===== config.mk =====
export PLATFORM = sky130hd
export DESIGN_NAME = hamming_serial_rx
export DESIGN_NICKNAME = d
export VERILOG_FILES = /design/src/rtl/hamming_serial_rx.sv
export SDC_FILE = /design/constraint.sdc
export NUM_CORES = 1
export LEC_CHECK = 0
export CAP_MARGIN = 25
export CORE_UTILIZATION = 48
export CTS_CLUSTER_SIZE = 28
export DETAILED_ROUTE_END_ITERATION = 8
export GPL_TIMING_DRIVEN = 0
export PLACE_DENSITY = 0.76
export SYNTH_ARGS = -nofsm -noshare
export SYNTH_HDL_FRONTEND = slang
export SYNTH_SLANG_ARGS = --single-unit

===== constraint.sdc =====
create_clock -name clk -period 2.6 [get_ports clk]
set_input_delay 0.39 -clock clk [delete_from_list [all_inputs] [get_ports clk]]
set_output_delay 0.39 -clock clk [all_outputs]
set_load 0.01 [all_outputs]

===== src/rtl/hamming_serial_rx.sv =====
// hamming_serial_rx: strobe-fed serial Hamming receiver with single-error correction
// Ports: clk, rst (sync, active-high); d_in/strobe_in serial bit and async strobe;
// d_disp corrected data; valid decode pulse; err_corr/err_pos/err_unc status of last frame;
// busy partial frame pending; abort pulse when a partial frame times out.
// Define HAMMING_SECDED_EN to append an overall parity bit (SECDED, frame length N+1).
module hamming_serial_rx #(
  parameter int DATA_W      = 4,
  parameter int PAR_W       = 3,
  parameter int TIMEOUT_CYC = 1024
) (
  input  logic              clk,
  input  logic              rst,
  input  logic              d_in,
  input  logic              strobe_in,
  output logic [DATA_W-1:0] d_disp,
  output logic              valid,
  output logic              err_corr,
  output logic [PAR_W-1:0]  err_pos,
  output logic              err_unc,
  output logic              busy,
  output logic              abort
);
  localparam int N = DATA_W + PAR_W;
`ifdef HAMMING_SECDED_EN
  localparam int FL = N + 1;
`else
  localparam int FL = N;
`endif
  localparam int CW = $clog2(FL + 1);
  localparam int TW = $clog2(TIMEOUT_CYC + 2);
  typedef enum logic {COLLECT, DECODE} state_t;
  state_t state, state_nx;
  logic s1, s2, s3, d1, d2;
  logic [FL:1] cw;
  logic [CW-1:0] bit_cnt;
  logic [TW-1:0] tcnt;
  logic stb_edge, last_bit, tmo, dec, corr, unc;
  logic [PAR_W-1:0] syn;
  logic [N:1] fix;
  logic [DATA_W-1:0] dat;
  always_ff @(posedge clk)
    if (rst) {s1, s2, s3, d1, d2} <= '0;
    else {s1, s2, s3, d1, d2} <= {strobe_in, s1, s2, d_in, d1};
  assign stb_edge = s2 & ~s3;
  assign busy     = bit_cnt != '0;
  assign last_bit = 32'(bit_cnt) == FL - 1;
  // an edge in the timeout cycle keeps the frame alive
  assign tmo = TIMEOUT_CYC != 0 && busy && !stb_edge && 32'(tcnt) == TIMEOUT_CYC - 1;
  always_ff @(posedge clk)
    state <= rst ? COLLECT : state_nx;
  always_comb
    state_nx = (state == COLLECT && stb_edge && last_bit) ? DECODE : COLLECT;
  always_comb
    dec = state == DECODE;
  always_comb begin
    int k;
    syn = '0;
    for (int i = 1; i <= N; i++) if (cw[i]) syn ^= PAR_W'(i);
`ifdef HAMMING_SECDED_EN
    // overall parity mismatch marks a single error; syndrome 0 then blames the parity bit
    corr = (^cw) && 32'(syn) <= N;
    unc  = !corr && syn != '0;
`else
    corr = syn != '0 && 32'(syn) <= N;
    unc  = 32'(syn) > N;
`endif
    for (int i = 1; i <= N; i++) fix[i] = cw[i] ^ (corr && syn == PAR_W'(i));
    dat = '0;
    k = 0;
    for (int i = 1; i <= N; i++)
      if ((i & (i - 1)) != 0 && k < DATA_W) begin
        dat[k] = fix[i];
        k++;
      end
  end
  always_ff @(posedge clk)
    if (rst) begin
      cw       <= '0;
      bit_cnt  <= '0;
      tcnt     <= '0;
      d_disp   <= '0;
      valid    <= 1'b0;
      err_corr <= 1'b0;
      err_pos  <= '0;
      err_unc  <= 1'b0;
      abort    <= 1'b0;
    end else begin
      valid <= dec;
      abort <= tmo;
      // bit_cnt is already 0 in DECODE, so an edge there starts the next frame
      if (stb_edge) begin
        for (int i = 1; i <= FL; i++) if (CW'(i - 1) == bit_cnt) cw[i] <= d2;
        bit_cnt <= last_bit ? '0 : bit_cnt + 1'b1;
        tcnt    <= '0;
      end else if (tmo) begin
        bit_cnt <= '0;
        tcnt    <= '0;
      end else tcnt <= busy ? tcnt + 1'b1 : '0;
      if (dec) begin
        err_corr <= corr;
        err_pos  <= syn;
        err_unc  <= unc;
        if (!unc) d_disp <= dat;
      end
    end
endmodule


==> reports/metrics.yaml, run 1 <==
run_status:
  outcome: "finished, final reports clean"
floorplan:
  ios: 16
  core_area_um2: 3050
  die_y_um: 58.8
  rows: 20
  die_x_um: 58.8
  start_util: 0.507
  dieArea_um2: 3460
yosys:
  synth_edf_count: 0
  yosys.area_share.simple: 0.233
  synth_area_per_cell_um2: 9.28
  ys_warn_count: 0
  synthDistinctLibCells: 36
  synth_fa_ha_area_frac: 0.0162
  async_flop_share: 0
  ys_seq_area_frac: 0.478
  synth_nets: 173
  ys_ff_latch: 37
  synth_top_family_by_area: "simple AND/OR/NAND/NOR gates"
  synth_compound_area_frac: 0.100
  synth_xor_area_frac: 0.106
  synth.mux.area_fraction: 0.0323
  synth_area_um2: 1550
  postSynthCellCount: 167
  ys.flop_type: "dfxtp_1"
sta:
  setup_viol: 0
  slew_headroom: 0.515
  final.setup_skew_ps: 17.2
  min_period_over_period: 0.824
  setup_tns_ps: 0
  hold_slack_ps: 452
  worst-slew-pin-transition_ps: 722
  rsz0062_at_grt: "no"
  max_freq_mhz: 467
  setup_ws_ps: 457
  drv_slew: 0
  fin_crit_ps: 2140
  hold_viol_final: 0
clocking:
  cts_resized: 0
  cts_setup_buffers: 0
  cts_tree: "done"
  clkTransAtPathRegs_ps: 100
  cts-root-buf: "clkbuf_4"
  cts_num_sinks: 37
  cts_hold_buf: 0
  cts_buffers: 5
  insertion_delay_ps: 350
  htreeDepth: 2
  cts_buffer_depth: 2
placement:
  place_worst_setup_slack_ps: 561
  place_hpwl_mm: 2.00
  io_buffers: 14
  gp_congestion: 0.768
  placedCellCount: 225
routing:
  viasPerCell: 5.24
  drtIter0Drc: 39
  ant_nets: 0
  dr.pass1.iters: 4
  drc: 0
  wl_per_cell_um: 11.7
  vias: 1220
  drt-total-wl_mm: 2.74
cells_and_area:
  synthToLayoutAreaGrowth_pct: 18.1
  fin_cells: 233
  ff_latch_area_um2: 741
  multi_input_area_um2: 759
  final_nets: 194
  final_common_cell: "dfxtp_1"
  drive_gt1_frac: 0.0582
  diodes: 0
  final_cell_mix: "dfxtp_1, nor2_1, clkdlybuf4s50_1"
  fillerInstances: 282
power_and_ir_drop:
  p_per_area_nw_per_um2: 559
  power.net_switching_mw: 0.208
  swShare: 0.203
  p_int_mw: 0.816
  power_frac_comb: 0.032
  seqPwrFrac: 0.562
  vdd_ir_drop_max_mv: 0.265
  clockPowerShare: 0.406
  leakage_nw: 0.609
global_routing:
  grt_max_degree: 12
  grt_overflow: 0
  grtUsageTotal: 0.183
  antenna_found_initial: 0
  grt_pass1_wl_mm: 4.75
  grt_pass1_vias: 1132
setup_path:
  crit_arrival_ps: 1750
  end_kind: "primary output"
  path_class: "flop to primary output"
  reg2reg_slack_ps: 530
  critPathMaxFanout: 9
  cp.required_ps: 2210
  startpoint_type: "flop"
flow_run:
  maxCapViolCount: 0
hold_path:
  worst_hold_path_type: "flop to flop"
layout make-up:
cell class                 instances  area share
buffer                             7      0.0164
multi-input combinational        118       0.415
timing repair buffer              14      0.0766
inverter                           5      0.0103
clock buffer                       7      0.0301
sequential                        37       0.405
clock inverter                     1      0.0164
tap                               44      0.0301
worst paths after layout:
path / depth (start not counted) / from / endpoint
min reg2reg: 2 / tcnt[10] / tcnt[10]
max reg2reg: 4 / cw[6] / d_disp[0]
min: 2 / tcnt[10] / tcnt[10]
max: 4 / bit_cnt[0] / busy
synthesized netlist by cell type (2+ instances only):
cell      instances  area (µm²)
o21ai_0           2        10.0
or4_1             2        15.0
nand4_1           3        18.8
inv_1             5        18.8
dfxtp_1          37         741
nand3_1           7        35.0
nor3b_1           2        15.0
a311oi_1          4        35.0
nand2_1          10        37.5
a211oi_1          3        22.5
a31oi_1           2        12.5
nor3_1            3        15.0
nand2b_1          2        12.5
o31ai_1           2        15.0
nor2_1           27         101
xor2_1            7        61.3
ha_1              2        25.0
or3_1             2        12.5
nor2b_1           8        50.1
mux2i_1           5        50.1
xnor2_1           9        78.8
clkbuf_1          6        22.5
a21oi_1           4        20.0
power groups by stage:
stage | clock network [mW] | logic, mW | registers (mW)
3_3_place_gp | 0 | 0.0320 | 0.588
2_1_floorplan | 0 | 0.0209 | 0.587
6_report | 0.415 | 0.0329 | 0.575
3_5_place_dp | 0 | 0.0328 | 0.588
5_1_grt | 0.457 | 0.0364 | 0.576
4_1_cts | 0.432 | 0.0328 | 0.575
worst max-delay path: stages, from the launching register on:
cell and delay, ps:
dfxtp_1 310, clkbuf_1 180, nor3_1 380, inv_1 70, clkdlybuf4s50_1 480
through the flow:
step	cell area, µm²	power (mW)	utilization
after floorplan	1550	0.608	-
after detailed placement	1740	0.621	0.571
after CTS	1830	1.04	0.599
after global routing	1830	1.07	0.599
final	1830	1.02	0.599
after global placement	1740	0.620	0.571
flip-flops by register name (all words and copies together), names as in the netlist:
register	cells
tcnt	11
dec	1
valid	1
d2	1
s3	1
s2	1
err_corr	1
abort	1
d1	1
s1	1
err_pos	3
cw	7
bit_cnt	3
d_disp	4
kinds of logic after synthesis:
family,after synthesis
AOI/OAI and AO/OA,21
xor gates and xnor gates,17
adders and majority gates,2
buffers and inverters,12
DFF,37
muxes,5
other,1
and+or+nand+nor,72
routing by layer:
layer	global-route usage	wire length, µm
met1	0.224	1300
met2	0.292	1300
met3	0.0462	75
met4	0.102	59
met5	0	0
(Power assumes the default switching activity.)
==> inputs of run 2 (changes only) <==
--- a/config.mk
+++ b/config.mk
@@ -10,7 +10,7 @@
 export CTS_CLUSTER_SIZE = 28
 export DETAILED_ROUTE_END_ITERATION = 8
 export GPL_TIMING_DRIVEN = 0
-export PLACE_DENSITY = 0.76
+export PLACE_DENSITY = 0.79
 export SYNTH_ARGS = -nofsm -noshare
 export SYNTH_HDL_FRONTEND = slang
 export SYNTH_SLANG_ARGS = --single-unit
==> constraint.sdc (replaced) <==
create_clock -name clk -period 1.9 [get_ports clk]
set_input_delay 0.285 -clock clk [delete_from_list [all_inputs] [get_ports clk]]
set_output_delay 0.285 -clock clk [all_outputs]
set_load 0.01 [all_outputs]
==> reports/metrics.yaml, run 2 (synthesis gave the netlist of run 1 again) <==
power_and_ir_drop:
  vdd_ir_drop_max_mv: 0.577  # +120%
  clockPowerShare: 0.361  # -0.045
  power_frac_comb: 0.033  # about the same
  p_per_area_nw_per_um2: 702  # +26%
  seqPwrFrac: 0.606  # +0.044
  swShare: 0.220  # +0.0170
  power.net_switching_mw: 0.287  # +38%
  power_mw: 1.30  # +27%
  p_int_mw: 1.02  # +25%
  leakage_nw: 0.627  # +2.8%
cells_and_area:
  diodes: 0  # unchanged
  fillerInstances: 260  # -7.8%
  top_register: "tcnt"
  final_nets: 192  # -1.0%
  drive_gt1_frac: 0.112  # +0.0541
  fin_cells: 231  # -0.86%
  largest_reg_flops: 11  # unchanged
  reg_top3: "tcnt: 11 flops, cw: 7 flops, d_disp: 4 flops"
  design_area_um2: 1860  # +1.4%
  final_common_cell: "dfxtp_1"
  synthToLayoutAreaGrowth_pct: 19.8
  final_cell_mix: "dfxtp_1, nor2_1, clkdlybuf4s50_1"
clocking:
  cts_hold_buf: 0  # unchanged
  cts_num_sinks: 37  # unchanged
  clkTransAtPathRegs_ps: 110  # about the same
  cts-root-buf: "clkbuf_4"
  cts_tree: "done"
  cts_buffer_depth: 2  # unchanged
  insertion_delay_ps: 340  # about the same
  cts_buffers: 5  # unchanged
  htreeDepth: 2  # unchanged
routing:
  viasPerCell: 5.26  # +0.54%
  wl_per_cell_um: 11.7  # -0.17%
  dr.pass1.iters: 4  # unchanged
  ant_nets: 0  # unchanged
  drtIter0Drc: 36  # -7.7%
  drc: 0  # unchanged
  vias: 1216  # -0.33%
  drt-total-wl_mm: 2.71  # -1.0%
floorplan:
  rows: 20  # unchanged
  die_x_um: 58.8  # unchanged
  ios: 16  # unchanged
  die_y_um: 58.8  # unchanged
  start_util: 0.507  # unchanged
  core_area_um2: 3050  # unchanged
  dieArea_um2: 3460  # unchanged
setup_path:
  path_class: "flop to flop"
  critPathMaxFanout: 4  # -5
  startpoint_type: "flop"
  crit_arrival_ps: 2110  # +360 ps
  end_kind: "flop"
  cp.required_ps: 2170  # -40 ps
sta:
  min_period_over_period: 0.968
  hold_viol_final: 0  # unchanged
  slew_headroom: 0.592  # +0.0762
  hold_slack_ps: 455  # +3.14 ps
  rsz0062_at_grt: "yes"
  max_freq_mhz: 544
  setup_viol: 0  # unchanged
  worst-slew-pin-transition_ps: 604  # -117 ps
  fin_crit_ps: 1840
  drv_slew: 0  # unchanged
  setup_tns_ps: 0  # unchanged
  final.setup_skew_ps: 10.8  # -6.41 ps
global_routing:
  grt_overflow: 0  # unchanged
  grt_max_degree: 12  # unchanged
  grtUsageTotal: 0.178  # -0.00440
  grt_pass1_wl_mm: 4.55  # -4.2%
  grt_pass1_vias: 1085  # -4.2%
  antenna_found_initial: 0  # unchanged
placement:
  placedCellCount: 225  # unchanged
  gp_congestion: 0.777  # +1.1%
  place_area_um2: 1740  # unchanged
  io_buffers: 14  # unchanged
  place_hpwl_mm: 1.92  # -4.2%
flow_run:
  maxCapViolCount: 0  # unchanged
run_status:
  outcome: "finished, final reports clean"
hold_path:
  worst_hold_path_type: "flop to flop"
[run 2: changes by cell type in the layout (fill, tap and decap cells not counted), moves of 3 or more]
cell / before / now
clkbuf_1: 7 / 4
dfxtp_1: 37 / 34
dfxtp_2: 0 / 3
xnor2_1: 9 / 6
xnor2_2: 0 / 3
[run 2: final cells by class]
class | count | area, µm² | share of cell area
repair buffers | 14 | 140 | 0.0755
clock inverters | 1 | 5.00 | 0.00270
multi-input cells | 118 | 805 | 0.434
flip-flops and latches | 37 | 744 | 0.401
plain buffers | 5 | 22.5 | 0.0121
inverters | 5 | 18.8 | 0.0101
well taps | 44 | 55.1 | 0.0297
clock buffers | 7 | 65.1 | 0.0351
[run 2: power by group through the flow]
| stage | Combinational [mW] | Clock (mW) | Sequential [mW] |
|---|---|---|---|
| floorplan | 0.0286 | 0 | 0.803 |
| global placement | 0.0436 | 0 | 0.804 |
| detailed placement | 0.0444 | 0 | 0.805 |
| CTS | 0.0422 | 0.482 | 0.789 |
| global route | 0.0470 | 0.512 | 0.791 |
| finish | 0.0424 | 0.471 | 0.790 |
[run 2: path summary, 6_finish.rpt]
path | startpoint | to | slack [ps] | cells after the start
worst min register to register | s1 | s2 | 460 | 1
worst min-delay path | s1 | s2 | 460 | 1
worst max register to register | cw[4] | d_disp[2] | 60 | 4
worst max-delay path | cw[4] | d_disp[2] | 60 | 4
[run 2: what timing repair did]
item                                    CTS  global route
endpoints found under the hold margin     0             0
resized for setup                         2             8
pin swaps                                 2             0
endpoints found under the setup margin    3             6
setup buffers                             0             0
[run 2: critical path, stage by stage, from the launching register on]
cell,delay (ps)
dfxtp_2,350
xnor3_2,470
xor2_2,200
or4_4,530
a311oi_2,220
[run 2: per-stage QoR]
stage / util / setup slack (ps)
after global routing: 0.608 / -14.6
final: 0.608 / 61.7
after CTS: 0.595 / 26.5
after detailed placement: 0.571 / -65.0
after floorplan: - / 68.5
after global placement: 0.571 / -21.9
[run 2: metal layers]
metal	routed length (µm)	GRT usage	vias up
met1	1220	0.197	577
li1	-	-	617
met4	48	0.0918	0
met3	86	0.0615	5
met5	0	0	-
met2	1360	0.302	17
